[config.mk]
export PLATFORM = sky130hd
export DESIGN_NAME = decode_stage_flat
export DESIGN_NICKNAME = d
export VERILOG_FILES = /design/src/rtl/riscv_pkg.sv /design/src/rtl/decode_stage_if.sv /design/src/rtl/imm_gen.sv /design/src/rtl/decode_stage.sv /design/src/flat_wrapper.sv
export SDC_FILE = /design/constraint.sdc
export NUM_CORES = 1
export LEC_CHECK = 0
export CORE_ASPECT_RATIO = 0.6
export CORE_UTILIZATION = 45
export DETAILED_ROUTE_END_ITERATION = 7
export PLACE_DENSITY = 0.78
export SYNTH_ARGS = -nofsm -noshare
export SYNTH_HDL_FRONTEND = slang
export SYNTH_HIERARCHICAL = 1
export SYNTH_SLANG_ARGS = --single-unit
[constraint.sdc]
create_clock -name clk -period 3.6 [get_ports clk]
set_clock_uncertainty 0.2 [all_clocks]
set_input_delay 0.72 -clock clk [delete_from_list [all_inputs] [get_ports clk]]
set_output_delay 0.72 -clock clk [all_outputs]
set_load 0.005 [all_outputs]
[src/rtl/riscv_pkg.sv]
// Shared RV32I decode definitions: opcodes, instruction field positions,
// immediate format selector and the per-opcode control lookup.
package riscv_pkg;

    localparam logic [6:0] OPC_LUI    = 7'b0110111;
    localparam logic [6:0] OPC_AUIPC  = 7'b0010111;
    localparam logic [6:0] OPC_JAL    = 7'b1101111;
    localparam logic [6:0] OPC_JALR   = 7'b1100111;
    localparam logic [6:0] OPC_BRANCH = 7'b1100011;
    localparam logic [6:0] OPC_LOAD   = 7'b0000011;
    localparam logic [6:0] OPC_STORE  = 7'b0100011;
    localparam logic [6:0] OPC_OP_IMM = 7'b0010011;
    localparam logic [6:0] OPC_OP     = 7'b0110011;

    localparam int OPC_LSB = 0;
    localparam int OPC_MSB = 6;
    localparam int RD_LSB  = 7;
    localparam int RD_MSB  = 11;
    localparam int RS1_LSB = 15;
    localparam int RS1_MSB = 19;
    localparam int RS2_LSB = 20;
    localparam int RS2_MSB = 24;

    typedef enum logic [2:0] {
        IMM_I,
        IMM_S,
        IMM_B,
        IMM_U,
        IMM_J,
        IMM_NONE
    } imm_type_e;

    typedef enum logic {
        SLOT_EMPTY,
        SLOT_FULL
    } slot_state_e;

    typedef struct packed {
        logic      use_rs1;
        logic      use_rs2;
        logic      has_rd;
        imm_type_e imm_type;
        logic      illegal;
    } dec_ctrl_t;

    // Unknown opcodes claim both sources so a pending load still stalls them.
    function automatic dec_ctrl_t decode_ctrl(input logic [6:0] opcode);
        dec_ctrl_t ctrl;
        case (opcode)
            OPC_LUI:    ctrl = '{1'b0, 1'b0, 1'b1, IMM_U,    1'b0};
            OPC_AUIPC:  ctrl = '{1'b0, 1'b0, 1'b1, IMM_U,    1'b0};
            OPC_JAL:    ctrl = '{1'b0, 1'b0, 1'b1, IMM_J,    1'b0};
            OPC_JALR:   ctrl = '{1'b1, 1'b0, 1'b1, IMM_I,    1'b0};
            OPC_LOAD:   ctrl = '{1'b1, 1'b0, 1'b1, IMM_I,    1'b0};
            OPC_OP_IMM: ctrl = '{1'b1, 1'b0, 1'b1, IMM_I,    1'b0};
            OPC_BRANCH: ctrl = '{1'b1, 1'b1, 1'b0, IMM_B,    1'b0};
            OPC_STORE:  ctrl = '{1'b1, 1'b1, 1'b0, IMM_S,    1'b0};
            OPC_OP:     ctrl = '{1'b1, 1'b1, 1'b1, IMM_NONE, 1'b0};
            default:    ctrl = '{1'b1, 1'b1, 1'b0, IMM_NONE, 1'b1};
        endcase
        return ctrl;
    endfunction

endpackage

[src/rtl/decode_stage_if.sv]
// Fetch-beat input and ID/EX output handshakes of the decode stage.
// master is the surrounding pipeline, slave is the decode stage itself.
interface decode_stage_if #(
    parameter int XLEN       = 32,
    parameter int ADDR_WIDTH = 5
);
    logic                  if_valid_i;
    logic                  if_ready_o;
    logic [31:0]           if_instr_i;
    logic [XLEN-1:0]       if_pc_i;
    logic                  id_valid_o;
    logic                  id_ready_i;
    logic [XLEN-1:0]       id_pc_o;
    logic [31:0]           id_instr_o;
    logic [XLEN-1:0]       id_op_a_o;
    logic [XLEN-1:0]       id_op_b_o;
    logic [XLEN-1:0]       id_imm_o;
    logic [ADDR_WIDTH-1:0] id_rd_o;
    logic                  id_rd_we_o;
    logic                  id_illegal_o;

    modport master (
        output if_valid_i, if_instr_i, if_pc_i, id_ready_i,
        input  if_ready_o, id_valid_o, id_pc_o, id_instr_o, id_op_a_o,
               id_op_b_o, id_imm_o, id_rd_o, id_rd_we_o, id_illegal_o
    );

    modport slave (
        input  if_valid_i, if_instr_i, if_pc_i, id_ready_i,
        output if_ready_o, id_valid_o, id_pc_o, id_instr_o, id_op_a_o,
               id_op_b_o, id_imm_o, id_rd_o, id_rd_we_o, id_illegal_o
    );
endinterface

[src/rtl/imm_gen.sv]
// Combinational RV32I immediate generator; all formats sign-extend from instr[31].
module imm_gen
    import riscv_pkg::*;
#(
    parameter int XLEN = 32
) (
    input  logic [31:0]     instr,
    input  imm_type_e       imm_type,
    output logic [XLEN-1:0] imm
);

    logic [31:0] imm32_s;
    logic        unused_opcode_s;

    assign unused_opcode_s = ^instr[6:0];

    // Assemble the 32-bit immediate for the selected format.
    always_comb begin
        imm32_s = 32'd0;
        case (imm_type)
            IMM_I:   imm32_s = {{20{instr[31]}}, instr[31:20]};
            IMM_S:   imm32_s = {{20{instr[31]}}, instr[31:25], instr[11:7]};
            IMM_B:   imm32_s = {{19{instr[31]}}, instr[31], instr[7], instr[30:25],
                                instr[11:8], 1'b0};
            IMM_U:   imm32_s = {instr[31:12], 12'd0};
            IMM_J:   imm32_s = {{11{instr[31]}}, instr[31], instr[19:12], instr[20],
                                instr[30:21], 1'b0};
            default: imm32_s = 32'd0;
        endcase
    end

    assign imm = XLEN'($signed(imm32_s));

endmodule

[src/rtl/decode_stage.sv]
// RV32I decode / operand-fetch stage: one-entry IF/ID slot, EX/WB bypass,
// load-use stall and the registered ID/EX pipeline register.
module decode_stage
    import riscv_pkg::*;
#(
    parameter int XLEN       = 32,
    parameter int ADDR_WIDTH = 5
) (
    input  logic                  clk,
    input  logic                  rst,
    decode_stage_if.slave         bus,
    output logic [ADDR_WIDTH-1:0] rf_raddr_a_o,
    output logic [ADDR_WIDTH-1:0] rf_raddr_b_o,
    input  logic [XLEN-1:0]       rf_rdata_a_i,
    input  logic [XLEN-1:0]       rf_rdata_b_i,
    input  logic                  ex_we_i,
    input  logic [ADDR_WIDTH-1:0] ex_waddr_i,
    input  logic [XLEN-1:0]       ex_wdata_i,
    input  logic                  ex_is_load_i,
    input  logic                  wb_we_i,
    input  logic [ADDR_WIDTH-1:0] wb_waddr_i,
    input  logic [XLEN-1:0]       wb_wdata_i,
    input  logic                  flush_i
);

    slot_state_e           state_r;
    slot_state_e           state_n;
    logic [31:0]           slot_instr_r;
    logic [XLEN-1:0]       slot_pc_r;

    logic                  slot_valid_s;
    logic                  hazard_s;
    logic                  advance_s;
    logic                  if_ready_s;
    logic                  load_s;
    logic                  rs1_hit_s;
    logic                  rs2_hit_s;
    logic                  rd_we_s;
    dec_ctrl_t             ctrl_s;
    logic [ADDR_WIDTH-1:0] rs1_s;
    logic [ADDR_WIDTH-1:0] rs2_s;
    logic [ADDR_WIDTH-1:0] rd_s;
    logic [XLEN-1:0]       imm_s;
    logic [XLEN-1:0]       op_a_s;
    logic [XLEN-1:0]       op_b_s;

    logic                  id_valid_r;
    logic [XLEN-1:0]       id_pc_r;
    logic [31:0]           id_instr_r;
    logic [XLEN-1:0]       id_op_a_r;
    logic [XLEN-1:0]       id_op_b_r;
    logic [XLEN-1:0]       id_imm_r;
    logic [ADDR_WIDTH-1:0] id_rd_r;
    logic                  id_rd_we_r;
    logic                  id_illegal_r;

    // EX beats WB; a WB write lands in the register file only at the edge.
    function automatic logic [XLEN-1:0] resolve_operand(
        input logic [ADDR_WIDTH-1:0] idx,
        input logic [XLEN-1:0]       rf_data,
        input logic                  ex_we,
        input logic [ADDR_WIDTH-1:0] ex_waddr,
        input logic [XLEN-1:0]       ex_wdata,
        input logic                  ex_is_load,
        input logic                  wb_we,
        input logic [ADDR_WIDTH-1:0] wb_waddr,
        input logic [XLEN-1:0]       wb_wdata
    );
        logic [XLEN-1:0] val;
        if (idx == {ADDR_WIDTH{1'b0}}) begin
            val = {XLEN{1'b0}};
        end else if (ex_we && (ex_waddr == idx) && !ex_is_load) begin
            val = ex_wdata;
        end else if (wb_we && (wb_waddr == idx)) begin
            val = wb_wdata;
        end else begin
            val = rf_data;
        end
        return val;
    endfunction

    assign slot_valid_s = (state_r == SLOT_FULL);
    assign ctrl_s       = decode_ctrl(slot_instr_r[OPC_MSB:OPC_LSB]);
    assign rs1_s        = slot_instr_r[RS1_MSB:RS1_LSB];
    assign rs2_s        = slot_instr_r[RS2_MSB:RS2_LSB];
    assign rd_s         = slot_instr_r[RD_MSB:RD_LSB];
    assign rd_we_s      = ctrl_s.has_rd && (rd_s != {ADDR_WIDTH{1'b0}});
    assign rf_raddr_a_o = rs1_s;
    assign rf_raddr_b_o = rs2_s;

    imm_gen #(.XLEN(XLEN)) u_imm_gen (
        .instr    (slot_instr_r),
        .imm_type (ctrl_s.imm_type),
        .imm      (imm_s)
    );

    assign op_a_s = resolve_operand(rs1_s, rf_rdata_a_i, ex_we_i, ex_waddr_i, ex_wdata_i,
                                    ex_is_load_i, wb_we_i, wb_waddr_i, wb_wdata_i);
    assign op_b_s = resolve_operand(rs2_s, rf_rdata_b_i, ex_we_i, ex_waddr_i, ex_wdata_i,
                                    ex_is_load_i, wb_we_i, wb_waddr_i, wb_wdata_i);

    // Load-use detection against the sources this opcode actually reads.
    always_comb begin
        rs1_hit_s = ctrl_s.use_rs1 && (ex_waddr_i == rs1_s);
        rs2_hit_s = ctrl_s.use_rs2 && (ex_waddr_i == rs2_s);
        hazard_s  = slot_valid_s && ex_we_i && ex_is_load_i &&
                    (ex_waddr_i != {ADDR_WIDTH{1'b0}}) && (rs1_hit_s || rs2_hit_s);
    end

    assign advance_s      = slot_valid_s && !hazard_s && (!id_valid_r || bus.id_ready_i);
    assign if_ready_s     = !slot_valid_s || advance_s;
    assign load_s         = bus.if_valid_i && if_ready_s && !flush_i;
    assign bus.if_ready_o = if_ready_s;

    // Slot occupancy next-state; flush empties the slot and drops the incoming beat.
    always_comb begin
        state_n = state_r;
        case (state_r)
            SLOT_EMPTY: begin
                if (load_s) begin
                    state_n = SLOT_FULL;
                end else begin
                    state_n = SLOT_EMPTY;
                end
            end
            SLOT_FULL: begin
                if (flush_i) begin
                    state_n = SLOT_EMPTY;
                end else if (load_s) begin
                    state_n = SLOT_FULL;
                end else if (advance_s) begin
                    state_n = SLOT_EMPTY;
                end else begin
                    state_n = SLOT_FULL;
                end
            end
            default: state_n = SLOT_EMPTY;
        endcase
    end

    // Slot occupancy state register.
    always_ff @(posedge clk) begin
        if (rst) begin
            state_r <= SLOT_EMPTY;
        end else begin
            state_r <= state_n;
        end
    end

    // Slot payload capture.
    always_ff @(posedge clk) begin
        if (rst) begin
            slot_instr_r <= 32'd0;
            slot_pc_r    <= {XLEN{1'b0}};
        end else if (load_s) begin
            slot_instr_r <= bus.if_instr_i;
            slot_pc_r    <= bus.if_pc_i;
        end
    end

    // ID/EX register: load on advance, bubble when drained, hold under backpressure.
    always_ff @(posedge clk) begin
        if (rst) begin
            id_valid_r   <= 1'b0;
            id_pc_r      <= {XLEN{1'b0}};
            id_instr_r   <= 32'd0;
            id_op_a_r    <= {XLEN{1'b0}};
            id_op_b_r    <= {XLEN{1'b0}};
            id_imm_r     <= {XLEN{1'b0}};
            id_rd_r      <= {ADDR_WIDTH{1'b0}};
            id_rd_we_r   <= 1'b0;
            id_illegal_r <= 1'b0;
        end else if (flush_i) begin
            id_valid_r   <= 1'b0;
        end else if (advance_s) begin
            id_valid_r   <= 1'b1;
            id_pc_r      <= slot_pc_r;
            id_instr_r   <= slot_instr_r;
            id_op_a_r    <= op_a_s;
            id_op_b_r    <= op_b_s;
            id_imm_r     <= imm_s;
            id_rd_r      <= rd_s;
            id_rd_we_r   <= rd_we_s;
            id_illegal_r <= ctrl_s.illegal;
        end else if (bus.id_ready_i) begin
            id_valid_r   <= 1'b0;
        end
    end

    assign bus.id_valid_o   = id_valid_r;
    assign bus.id_pc_o      = id_pc_r;
    assign bus.id_instr_o   = id_instr_r;
    assign bus.id_op_a_o    = id_op_a_r;
    assign bus.id_op_b_o    = id_op_b_r;
    assign bus.id_imm_o     = id_imm_r;
    assign bus.id_rd_o      = id_rd_r;
    assign bus.id_rd_we_o   = id_rd_we_r;
    assign bus.id_illegal_o = id_illegal_r;

endmodule

[src/flat_wrapper.sv]
// flat-port wrapper written by rule: the top's interface ports become plain ports
module decode_stage_flat import riscv_pkg::*;
#(
    parameter int XLEN       = 32,
    parameter int ADDR_WIDTH = 5
)
  (clk, rst, rf_raddr_a_o, rf_raddr_b_o, rf_rdata_a_i, rf_rdata_b_i, ex_we_i, ex_waddr_i, ex_wdata_i, ex_is_load_i, wb_we_i, wb_waddr_i, wb_wdata_i, flush_i, bus_if_valid_i, bus_if_instr_i, bus_if_pc_i, bus_id_ready_i, bus_if_ready_o, bus_id_valid_o, bus_id_pc_o, bus_id_instr_o, bus_id_op_a_o, bus_id_op_b_o, bus_id_imm_o, bus_id_rd_o, bus_id_rd_we_o, bus_id_illegal_o);
  decode_stage_if #(.XLEN(XLEN), .ADDR_WIDTH(ADDR_WIDTH)) bus_i ();
  input  logic clk;
  input  logic rst;
  output logic [ADDR_WIDTH-1:0] rf_raddr_a_o;
  output logic [ADDR_WIDTH-1:0] rf_raddr_b_o;
  input  logic [XLEN-1:0] rf_rdata_a_i;
  input  logic [XLEN-1:0] rf_rdata_b_i;
  input  logic ex_we_i;
  input  logic [ADDR_WIDTH-1:0] ex_waddr_i;
  input  logic [XLEN-1:0] ex_wdata_i;
  input  logic ex_is_load_i;
  input  logic wb_we_i;
  input  logic [ADDR_WIDTH-1:0] wb_waddr_i;
  input  logic [XLEN-1:0] wb_wdata_i;
  input  logic flush_i;
  input wire logic [$bits(bus_i.if_valid_i)-1:0] bus_if_valid_i;
  input wire logic [$bits(bus_i.if_instr_i)-1:0] bus_if_instr_i;
  input wire logic [$bits(bus_i.if_pc_i)-1:0] bus_if_pc_i;
  input wire logic [$bits(bus_i.id_ready_i)-1:0] bus_id_ready_i;
  output wire logic [$bits(bus_i.if_ready_o)-1:0] bus_if_ready_o;
  output wire logic [$bits(bus_i.id_valid_o)-1:0] bus_id_valid_o;
  output wire logic [$bits(bus_i.id_pc_o)-1:0] bus_id_pc_o;
  output wire logic [$bits(bus_i.id_instr_o)-1:0] bus_id_instr_o;
  output wire logic [$bits(bus_i.id_op_a_o)-1:0] bus_id_op_a_o;
  output wire logic [$bits(bus_i.id_op_b_o)-1:0] bus_id_op_b_o;
  output wire logic [$bits(bus_i.id_imm_o)-1:0] bus_id_imm_o;
  output wire logic [$bits(bus_i.id_rd_o)-1:0] bus_id_rd_o;
  output wire logic [$bits(bus_i.id_rd_we_o)-1:0] bus_id_rd_we_o;
  output wire logic [$bits(bus_i.id_illegal_o)-1:0] bus_id_illegal_o;
  assign bus_i.if_valid_i = bus_if_valid_i;
  assign bus_i.if_instr_i = bus_if_instr_i;
  assign bus_i.if_pc_i = bus_if_pc_i;
  assign bus_i.id_ready_i = bus_id_ready_i;
  assign bus_if_ready_o = bus_i.if_ready_o;
  assign bus_id_valid_o = bus_i.id_valid_o;
  assign bus_id_pc_o = bus_i.id_pc_o;
  assign bus_id_instr_o = bus_i.id_instr_o;
  assign bus_id_op_a_o = bus_i.id_op_a_o;
  assign bus_id_op_b_o = bus_i.id_op_b_o;
  assign bus_id_imm_o = bus_i.id_imm_o;
  assign bus_id_rd_o = bus_i.id_rd_o;
  assign bus_id_rd_we_o = bus_i.id_rd_we_o;
  assign bus_id_illegal_o = bus_i.id_illegal_o;
  decode_stage #(.XLEN(XLEN), .ADDR_WIDTH(ADDR_WIDTH)) u_core (.clk(clk), .rst(rst), .bus(bus_i), .rf_raddr_a_o(rf_raddr_a_o), .rf_raddr_b_o(rf_raddr_b_o), .rf_rdata_a_i(rf_rdata_a_i), .rf_rdata_b_i(rf_rdata_b_i), .ex_we_i(ex_we_i), .ex_waddr_i(ex_waddr_i), .ex_wdata_i(ex_wdata_i), .ex_is_load_i(ex_is_load_i), .wb_we_i(wb_we_i), .wb_waddr_i(wb_waddr_i), .wb_wdata_i(wb_wdata_i), .flush_i(flush_i));
endmodule
# After elaboration in Yosys (flattened, before gate mapping)
# Cells that the tools add are included.
# Widths: inputs -> output; s select.
word_totals:
  regBits: 233
  input_bits: 210
  output_inout_bits: 179
classes:
  n_eq_ne: 17
  muxes: 15
  n_bitwise: 2
  n_reduce_logical: 35
op_table:
  columns: ["cell", "count"]
  rows:
  - ["$mux 32", 6]
  - ["$pmux 32 s5", 1]
  - ["$pmux 7 s6", 1]
  - ["$eq 7x6->1 const B", 3]
  - ["$eq 7x7->1 const B", 3]
  - ["$eq 5x5->1", 4]
  - ["$logic_and 1x1->1", 17]
  - ["$eq 7x5->1 const B", 2]
  - ["$logic_not 5->1", 2]
  - ["$reduce_bool 5->1", 2]
  - ["$eq 7x2->1 const B", 1]
  - ["$eq 3x2->1 const B", 2]
  - ["$mux 1", 6]
  - ["$logic_not 1->1", 5]
  - ["$reduce_or 2->1", 2]
  - ["$eq 3x1->1 const B", 1]
  - ["$eq 3x3->1 const B", 1]
  - ["$logic_not 3->1", 1]
  - ["$logic_or 1x1->1", 3]
  - ["$reduce_or 3->1", 1]
  - ["$not 1->1", 2]
  - ["$pmux 1 s2", 1]
  - ["$reduce_and 2->1", 1]
  - ["$reduce_bool 2->1", 1]

# Depth between registers and ports, before layout
# Gate-level depths: netlist of the first run.
logic_depth:
  depth_word: 15
  mapped_depth: 12
  ltp_nobuf: 9

# Cells and area by module
# Netlist of the first run, hierarchy kept.
modules_own_cells:
  columns: ["module", "instances", "cells_each", "area_each_um2", "seq_area_each_um2"]
  rows:
  - ["decode_stage", 1, 1271, 12250.5, 4564.4]
  - ["imm_gen", 1, 97, 516.7, 0.0]

# Worst setup path after synthesis of the first run
# Ideal clock, no wire load.
synth_path:
  path_type: "input to register"
  from: "input ex_waddr_i[1]"
  to: "register u_core.id_op_a_r[10] (netlist: u_core/bus.id_op_a_o[10])"
  setup_ps: 96
  arrival_ps: 2796
  path_slack_ps: 508
  path_stages: 8
  path_buffers: 3
  path_cell_list: "or4_1 -> o21bai_1 -> and4b_1 -> clkbuf_1 -> or4_1 -> buf_4 -> buf_6 -> o41ai_2"
synth_via:
  elab_chain_len: 8
synth_lines:
  columns: ["element", "line", "source"]
  rows:
  - ["start, declared", "flat_wrapper.sv:16", "input logic [ADDR_WIDTH-1:0] ex_waddr_i;"]
  - ["$eq 5x5->1, on equally long branches", "decode_stage.sv:72, decode_stage.sv:104, decode_stage.sv:105", null]
  - ["$logic_and 1x1->1, on equally long branches", "decode_stage.sv:104, decode_stage.sv:105", null]
  - ["$logic_or 1x1->1", "decode_stage.sv:107", "(ex_waddr_i != {ADDR_WIDTH{1'b0}}) && (rs1_hit_s || rs2_hit_s);"]
  - ["$logic_and 1x1->1", "decode_stage.sv:107", null]
  - ["$logic_not 1->1", "decode_stage.sv:110", "assign advance_s = slot_valid_s && !hazard_s && (!id_valid_r || bus.id_ready_i);"]
  - ["$logic_and 1x1->1 (2 in series)", "decode_stage.sv:110", null]
  - ["$reduce_and 2->1 (no line)", null, null]
  - ["end signal, assigned", "decode_stage.sv:167", "id_op_a_r <= {XLEN{1'b0}};"]
  - ["end signal, assigned", "decode_stage.sv:179", "id_op_a_r <= op_a_s;"]
  - ["end, declared", "decode_stage.sv:50", "logic [XLEN-1:0] id_op_a_r;"]
# Parallel ways exist; a longest one is shown, timed or not.
# A chain may end at the register's enable or synchronous reset.

# Worst setup path after layout of the first run
layout_path:
  from: "input ex_waddr_i[1]"
  to: "output bus_if_ready_o"
layout_via:
  elab_chain_len: 8
layout_lines:
  columns: ["element", "line", "source"]
  rows:
  - ["$eq 5x5->1, on equally long branches", "decode_stage.sv:104, decode_stage.sv:105", null]
  - ["$logic_and 1x1->1, on equally long branches", "decode_stage.sv:104, decode_stage.sv:105", null]
  - ["$logic_or 1x1->1", "decode_stage.sv:107", null]
  - ["$logic_and 1x1->1 *", "decode_stage.sv:107", null]
  - ["$logic_not 1->1 *", "decode_stage.sv:110", null]
  - ["$logic_and 1x1->1 * (2 in series)", "decode_stage.sv:110", null]
  - ["$logic_or 1x1->1 *", "decode_stage.sv:111", "assign if_ready_s = !slot_valid_s || advance_s;"]
  - ["end, declared", "flat_wrapper.sv:27", "output wire logic [$bits(bus_i.if_ready_o)-1:0] bus_if_ready_o;"]
# Every way passes the cells marked *; elsewhere a longest branch is shown, timed or not.

==> flow_metrics.tcl, run 1 <==
set metrics [dict create \
    regToRegStartpoint "u_core/slot_instr_r[2]" \
    fmax_mhz 286 \
    cts_max_level 1 \
    area_delta_synth_final_pct 40.4 \
    wl_mm 44.8 \
    total_power_mw 6.27 \
    drt_iter0_drc 1053 \
    drv_cap 0 \
    drt-vias-per-instance 5.77 \
    drc_errors 0 \
    synth_warnings 6 \
    power.leakage_nw 6.72 \
    hold_start "u_core/bus.id_imm_o[21]" \
    min_to "u_core/bus.id_imm_o[21]" \
    p_per_area_nw_per_um2 350 \
    crit_path_end_kind "output port" \
    status "completed" \
    grt_max_degree 171 \
    maxSlewHeadroom 0.182 \
    synthFlopType "dfxtp_1" \
    design.die.area_um2 29100 \
    dp_hpwl_mm 31.3 \
    clockRootBuffer "clkbuf_16" \
    cp.required_ns 2.68 \
    path_class "input port to output port" \
    utilization 0.647 \
    clkTransAtPathRegs_ns 0.06 \
    start_util 0.461 \
    hold_viol_final 0 \
    slowest_delay_ns 0.58 \
    ys_ff_latch 228 \
    netlist_area_um2 12800 \
    cp-start-kind "input port" \
    min_path_type "flip-flop to flip-flop" \
    io_pins 389 \
    grt_pass1_wl_mm 68.4 \
    cts_tree "yes" \
    routedWlPerCell_um 21.6 \
    syn_nets 1578 \
    cts_buffer_depth 3 \
    finalWeightedCongestion 0.930 \
    path_max_fanout 3 \
    nets 1898 \
    coreArea_um2 27700 \
    ys_seq_area_frac 0.358 \
    clkLatencyLatePin_ns 0.53 \
    fin_area_um2 17900 \
    r2r_cells 7 \
    cp.depth 6 \
    clock_sinks 228 \
    antenna_found_initial 4 \
    slowest_stage "or4_4" \
    die_w_um 219 \
    drive_above_1_share 0.108 \
    syn_area_per_cell_um2 9.33 \
    portBuffers 388 \
    worstMarginPinSlew_ns 1.22 \
    finalSetupViolCount 0 \
    grt.overflow.total 0 \
    async_flop_share 0 \
    rows 47 \
    ir_worst_vdd_mv 0.381 \
    cp_num_buf_inv 2 \
    r2r_slack_ns 0.39 \
    period_needed_ns 3.50 \
    rsz0062_at_grt "no" \
    hold_depth 2 \
    dr_total_vias 11965 \
    dpl_cell_area_um2 17000 \
    fin_crit_sh 0.973 \
    synth_edf_count 0 \
    cp_data_arrival_time_ns 2.58 \
    grt_pass1_vias 12030 \
    synth_cells 1368 \
    synth_cell_types 51 \
    die_y_um 132 \
    crit_family "simple AND/OR/NAND/NOR gates" \
    drtAntennaViolNets 0 \
    r2r-end "u_core/bus.id_op_a_o[23]" \
    track_usage 0.297 \
    cts_inserted_buffers 25 \
    firstDrtPassIters 7 \
    slew_violations 0 \
    crit_path_cell_trace "clkdlybuf4s50_1, or4_4, o21bai_1, and4b_2, a21oi_2, clkdlybuf4s15_2" \
]
-- cells in the mapped netlist, drive strengths merged (5+ instances only) --
cell,n,share of area
a211oi,65,0.038
a21oi,19,0.0074
and2,5,0.0025
and3,65,0.032
buf,50,0.027
clkbuf,107,0.032
dfxtp,228,0.36
mux2i,161,0.13
nand2,31,0.0091
nand2b,262,0.13
nor2,72,0.021
nor2b,84,0.041
nor3,5,0.0020
o21ai,11,0.0043
o22ai,9,0.0044
o41ai,128,0.13
or4,7,0.0041
xor2,16,0.011
-- what timing repair did --
item	in CTS	in global routing
setup buffers	0	0
endpoints found under the setup margin	1	1
hold buffers	0	0
cloned	0	0
resized for setup	4	2
-- flip-flops by register name, summed over array words and instances (netlist names) --
name                     count
u_core/bus.id_op_a_o        32
u_core/slot_pc_r            32
u_core/slot_instr_r         32
u_core/bus.id_imm_o         32
u_core/slot_valid_s          1
u_core/bus.id_rd_we_o        1
u_core/bus.id_instr_o       32
u_core/bus.id_pc_o          32
u_core/bus.id_op_b_o        32
u_core/bus.id_valid_o        1
u_core/bus.id_illegal_o      1
-- cells by family (layout without fill, tap and decap cells) --
kind of cell    Yosys count  in the layout  share of synthesized area
flops                   228            228                      0.358
compound gates          249            249                      0.191
simple gates            547            547                      0.250
other cells               0              4                          0
xor+xnor                 20             20                     0.0137
mux                     162            162                      0.127
fa+ha+maj                 1              1                   0.000882
buf+inv                 161            496                     0.0599
-- cell type report --
type | instances | area (um2)
Antenna cell | 4 | 10.0
Clock buffer | 34 | 709
Clock inverter | 8 | 170
Fill cell | 2269 | 9770
Inverter | 4 | 15.0
Multi-Input combinational cell | 979 | 7510
Sequential cell | 228 | 4560
Tap cell | 367 | 459
Timing Repair Buffer | 450 | 4490
-- worst min-delay path, delay by kind of cell, from the launching register on --
family / cells / cell delay, ns
muxes: 1 / 0.06
and+or+nand+nor: 1 / 0.06
DFF: 1 / 0.31
-- layer usage --
metal / share of wire / wire (um) / GRT usage
met3: 0.094 / 4230 / 0.0731
met1: 0.43 / 19500 / 0.413
met5: 0 / 0 / 0
met2: 0.44 / 19700 / 0.450
met4: 0.032 / 1420 / 0.0972
-- per-stage QoR --
stage | std cells | setup slack (ns) | hold WS, ns | TNS, ns
6_report | 2074 | 0.0990 | 0.272 | 0
2_1_floorplan | 1368 | 0.508 | 0.258 | 0
3_5_place_dp | 2028 | -0.309 | 0.261 | -18.62
5_1_grt | 2072 | 0.0149 | 0.292 | 0
4_1_cts | 2070 | 0.0473 | 0.273 | 0
3_3_place_gp | 2028 | -0.338 | 0.258 | -14.57
-- layout by cell type (no fill, tap or decap), drive strengths merged, types with 31 or more instances in the layout --
| cell type | count |
|---|---|
| clkdlybuf4s50 | 386 |
| nand2b | 262 |
| dfxtp | 228 |
| mux2i | 161 |
| o41ai | 128 |
| nor2b | 84 |
| nor2 | 72 |
| a211oi | 65 |
| and3 | 65 |
| buf | 63 |
| clkbuf | 34 |
| nand2 | 31 |
-- report_power, final --
group,internal [mW],switching [mW]
Combinational,0.449,0.405
Sequential,2.58,0.0400
Clock,1.73,1.07
Total,4.75,1.52
-- worst max-delay path by stage --
stage | start | end | slack [ns]
floorplan | ex_waddr_i[1] | u_core/bus.id_op_a_o[10] | 0.51
global placement | ex_waddr_i[1] | bus_if_ready_o | -0.34
detailed placement | ex_waddr_i[1] | bus_if_ready_o | -0.31
CTS | ex_waddr_i[1] | bus_if_ready_o | 0.05
global route | ex_waddr_i[1] | bus_if_ready_o | 0.01
finish | ex_waddr_i[1] | bus_if_ready_o | 0.1
No activity file was read; power rests on OpenSTA's default activity.
==> run 2, diff against run 1 <==
--- a/config.mk
+++ b/config.mk
@@ -6,9 +6,11 @@
 export NUM_CORES = 1
 export LEC_CHECK = 0
 export CORE_ASPECT_RATIO = 0.6
-export CORE_UTILIZATION = 45
+export CORE_UTILIZATION = 49
+export CTS_BUF_LIST = sky130_fd_sc_hd__clkbuf_8
 export DETAILED_ROUTE_END_ITERATION = 7
-export PLACE_DENSITY = 0.78
+export PLACE_DENSITY = 0.84
+export RECOVER_POWER = 25
 export SYNTH_ARGS = -nofsm -noshare
 export SYNTH_HDL_FRONTEND = slang
 export SYNTH_HIERARCHICAL = 1
==> run 2 against run 1 <==
Against the previous run: clock-buffer cell count is 15 higher; via count decreased by 0.46%; flip-flop and latch count stayed put; wire length down 4.0%; critical path type unchanged; critical endpoint unchanged.
==> flow_metrics.tcl, run 2 (synthesis gave the netlist of run 1 again) <==
set metrics [dict create \
    fmax_mhz 283 \
    routedWlPerCell_um 20.7 \
    portBuffers 388 \
    ir_worst_vdd_mv 0.292 \
    cp-start-kind "input port" \
    utilization 0.701 \
    design.die.area_um2 26700 \
    drtAntennaViolNets 0 \
    drive_above_1_share 0.117 \
    cts_inserted_buffers 36 \
    wl_mm 43.0 \
    crit_path_end_kind "output port" \
    grt_pass1_wl_mm 65.3 \
    drt_iter0_drc 1066 \
    clockRootBuffer "clkbuf_8" \
    grt_max_degree 242 \
    rows 45 \
    grt.overflow.total 0 \
    clock_sinks 228 \
    track_usage 0.310 \
    maxSlewHeadroom 0.207 \
    rsz0062_at_grt "no" \
    firstDrtPassIters 7 \
    hold_viol_final 0 \
    die_y_um 127 \
    die_w_um 210 \
    slew_violations 0 \
    min_path_type "flip-flop to flip-flop" \
    dp_hpwl_mm 29.6 \
    status "completed" \
    hold_buffers 0 \
    start_util 0.502 \
    grt_pass1_vias 11706 \
    cp_data_arrival_time_ns 2.62 \
    final_cell_mix "clkdlybuf4s50_1 (286), nand2b_1 (261), dfxtp_1 (228)" \
    drt-vias-per-instance 5.72 \
    dr_total_vias 11910 \
    coreArea_um2 25400 \
    layout_commonest_cell "clkdlybuf4s50_1" \
    dp_worst_setup_slack_ns -0.344 \
    worstMarginPinSlew_ns 1.19 \
    drc_errors 0 \
    cts_max_level 2 \
    power.leakage_nw 7.09 \
    finalWeightedCongestion 0.875 \
    clkLatencyLatePin_ns 0.54 \
    cts_tree "yes" \
    setup_slack_ns 0.0605 \
    antenna_found_initial 4 \
    path_max_fanout 3 \
    cts_buffer_depth 3 \
    period_needed_ns 3.54 \
    clkTransAtPathRegs_ns 0.06 \
    p_per_area_nw_per_um2 327 \
    fin_crit_sh 0.983 \
    path_class "input port to output port" \
    cp.required_ns 2.68 \
    io_pins 389 \
    nets 1910 \
    finalSetupViolCount 0 \
    drv_cap 0 \
    area_delta_synth_final_pct 39.7 \
]
run 2: stage by stage:
stage                     cells  TNS (ns)  cell area [um2]  hold WS, ns  total power, mW
after global routing       2080         0            17800        0.289             6.03
final                      2081         0            17800        0.272             5.83
after global placement     2013    -33.53            17000        0.258             3.48
after detailed placement   2013    -36.99            17000        0.261             3.50
after CTS                  2079         0            17800        0.277             5.85
after floorplan            1368         0            12800        0.258             3.06
run 2: worst max-delay path: stages:
cell and delay [ns]:
clkdlybuf4s50_1 0.45, or4_1 0.60, o21bai_1 0.16, and4b_2 0.26, a21oi_2 0.18, clkdlybuf4s15_2 0.25
run 2: cell type report:
class	instances	area, um2
fill	1922	7620
clock inverter	16	101
tap	352	440
timing repair buffer	451	4520
inverter	4	15.0
antenna	2	5.00
clock buffer	49	674
multi-input combinational	979	7510
sequential	228	4560
run 2: path summary, 6_finish.rpt:
kind	start	end	slack (ns)	cells after the start
max	ex_waddr_i[1]	bus_if_ready_o	0.06	6
min	u_core/bus.id_pc_o[24]	u_core/bus.id_pc_o[24]	0.27	2
max reg2reg	u_core/slot_instr_r[4]	u_core/bus.id_op_a_o[24]	0.29	7
min reg2reg	u_core/bus.id_pc_o[24]	u_core/bus.id_pc_o[24]	0.27	2
run 2: power breakdown:
| part | total [mW] | switching, mW | internal (mW) |
|---|---|---|---|
| clock network | 2.37 | 1.08 | 1.29 |
| logic | 0.837 | 0.392 | 0.445 |
| registers | 2.62 | 0.0447 | 2.58 |
| total | 5.83 | 1.52 | 4.31 |
run 2: timing repair:
item	CTS	global route
endpoints found under the setup margin	1	1
pin swaps	1	0
gates resized for setup	4	1
buffers inserted	1	0
run 2: routing by layer:
layer / GRT usage / vias up / wire, um
li1: - / 5563 / -
met1: 0.417 / 5620 / 18400
met2: 0.492 / 639 / 19700
met3: 0.0745 / 86 / 3910
met4: 0.0938 / 2 / 984
met5: 0 / - / 13
==> run 3, diff against run 2 <==
--- a/config.mk
+++ b/config.mk
@@ -9,6 +9,8 @@
 export CORE_UTILIZATION = 49
 export CTS_BUF_LIST = sky130_fd_sc_hd__clkbuf_8
 export DETAILED_ROUTE_END_ITERATION = 7
+export HOLD_SLACK_MARGIN = 0.05
+export MAX_ROUTING_LAYER = met4
 export PLACE_DENSITY = 0.84
 export RECOVER_POWER = 25
 export SYNTH_ARGS = -nofsm -noshare
==> run 3 against run 2 <==
Against the previous run: first-iteration DRC count decreased by 0.47%; via count increased by 0.14%; non-clock buffer count unchanged; wire length about the same; critical endpoint unchanged; flip-flop and latch count unchanged; largest power group unchanged; critical path depth unchanged; global-route usage increased by 1.0 points; sequential power about the same; core utilization about the same; sequential share of layout area about the same; worst hold slack got worse by 0.0016 ns.
==> flow_metrics.tcl, run 3 (synthesis gave the netlist of run 1 again) <==
set metrics [dict create \
    status "completed" \
    p_per_area_nw_per_um2 327 \
    clockRootBuffer "clkbuf_8" \
    cp-start-kind "input port" \
    die_w_um 210 \
    path_class "input port to output port" \
    start_util 0.502 \
    drive_above_1_share 0.117 \
    portBuffers 388 \
    drt_iter0_drc 1061 \
    maxSlewHeadroom 0.208 \
    grt_max_degree 242 \
    slowest_stage "or4_1" \
    drt-vias-per-instance 5.73 \
    io_pins 389 \
    cts_max_level 2 \
    cts_tree "yes" \
    setup_slack_ns 0.0697 \
    hold_viol_final 0 \
    crit_family "simple AND/OR/NAND/NOR gates" \
    grt_pass1_wl_mm 65.4 \
    crit_path_cell_trace "clkdlybuf4s50_1, or4_1, o21bai_1, and4b_2, a21oi_2, clkdlybuf4s15_2" \
    hold_depth 2 \
    area_delta_synth_final_pct 39.7 \
    ir_worst_vdd_mv 0.291 \
    utilization 0.701 \
    drv_cap 0 \
    grt.overflow.total 0 \
    power.leakage_nw 7.09 \
    drtAntennaViolNets 0 \
    dr_total_vias 11927 \
    worstMarginPinSlew_ns 1.18 \
    period_needed_ns 3.53 \
    cts_inserted_buffers 36 \
    finalWeightedCongestion 0.890 \
    antenna_found_initial 4 \
    dp_hpwl_mm 29.6 \
    cp.required_ns 2.68 \
    grt_pass1_vias 11724 \
    clkLatencyLatePin_ns 0.55 \
    rows 45 \
    cp_data_arrival_time_ns 2.61 \
    die_y_um 127 \
    path_max_fanout 3 \
    track_usage 0.320 \
    finalSetupViolCount 0 \
    cts_buffer_depth 3 \
    final_cell_mix "clkdlybuf4s50_1 (286), nand2b_1 (261), dfxtp_1 (228)" \
    layout_commonest_cell "clkdlybuf4s50_1" \
    nets 1910 \
    routedWlPerCell_um 20.7 \
    cp.depth 6 \
    dpl_cell_area_um2 17000 \
    coreArea_um2 25400 \
    fmax_mhz 283 \
    r2r_cells 7 \
    hold_buffers 0 \
    clock_sinks 228 \
    fin_crit_sh 0.981 \
    drc_errors 0 \
    wl_mm 43.0 \
    cp_num_buf_inv 2 \
    fin_area_um2 17800 \
    clkTransAtPathRegs_ns 0.06 \
    slew_violations 0 \
    rsz0062_at_grt "no" \
    total_power_mw 5.84 \
    slowest_delay_ns 0.60 \
    firstDrtPassIters 6 \
    dp_worst_setup_slack_ns -0.344 \
    min_path_type "flip-flop to flip-flop" \
    crit_path_end_kind "output port" \
    design.die.area_um2 26700 \
]
run 3: changes by cell type in the layout (fill, tap and decap cells not counted):
cell     change
diode_2      +2
run 3: through the flow:
stage	std cells	hold slack [ns]	TNS, ns
6_report	2083	0.270	0
4_1_cts	2079	0.277	0
2_1_floorplan	1368	0.258	0
3_3_place_gp	2013	0.258	-33.53
3_5_place_dp	2013	0.261	-36.99
5_1_grt	2083	0.289	0
run 3: power by group:
group | switching (mW) | internal, mW | leakage [nW] | total, mW
sequential | 0.0447 | 2.58 | 1.85 | 2.62
clock | 1.09 | 1.29 | 0.427 | 2.38
combinational | 0.391 | 0.445 | 4.81 | 0.836
total | 1.53 | 4.31 | 7.09 | 5.84
run 3: repair_timing:
action / CTS / global route
endpoints found under the setup margin: 1 / 1
pin swaps: 1 / 0
resized for setup: 4 / 1
setup buffers: 1 / 0
run 3: layout make-up:
| class | instances | area (um2) |
|---|---|---|
| Fill cell | 1921 | 7610 |
| Multi-Input combinational cell | 979 | 7510 |
| Sequential cell | 228 | 4560 |
| Timing Repair Buffer | 451 | 4520 |
| Clock buffer | 49 | 674 |
| Tap cell | 352 | 440 |
| Clock inverter | 16 | 101 |
| Inverter | 4 | 15.0 |
| Antenna cell | 4 | 10.0 |
run 3: worst paths after layout:
| kind | from | to | slack, ns |
|---|---|---|---|
| setup / recovery | ex_waddr_i[1] | bus_if_ready_o | 0.07 |
| hold / removal | u_core/bus.id_pc_o[4] | u_core/bus.id_pc_o[4] | 0.27 |
| setup reg to reg | u_core/slot_instr_r[4] | u_core/bus.id_op_b_o[10] | 0.29 |
| hold reg to reg | u_core/bus.id_pc_o[4] | u_core/bus.id_pc_o[4] | 0.27 |
run 3: routing by layer:
layer / track usage / wire length, um / up-vias / share of wire
met1: 0.421 / 18700 / 5668 / 0.43
met3: 0.0720 / 3760 / 98 / 0.087
met2: 0.488 / 19400 / 596 / 0.45
li1: - / - / 5565 / -
met4: 0.0985 / 1150 / 0 / 0.027
met5: - / 0 / - / 0
run 3: worst register-to-register path: cells and delay by family (launching register included):
family | cells | cell delay, ns
AO/OA/AOI/OAI | 2 | 0.65
buffers and inverters | 2 | 0.48
flip-flops | 1 | 0.49
AND/OR/NAND/NOR | 3 | 1.39
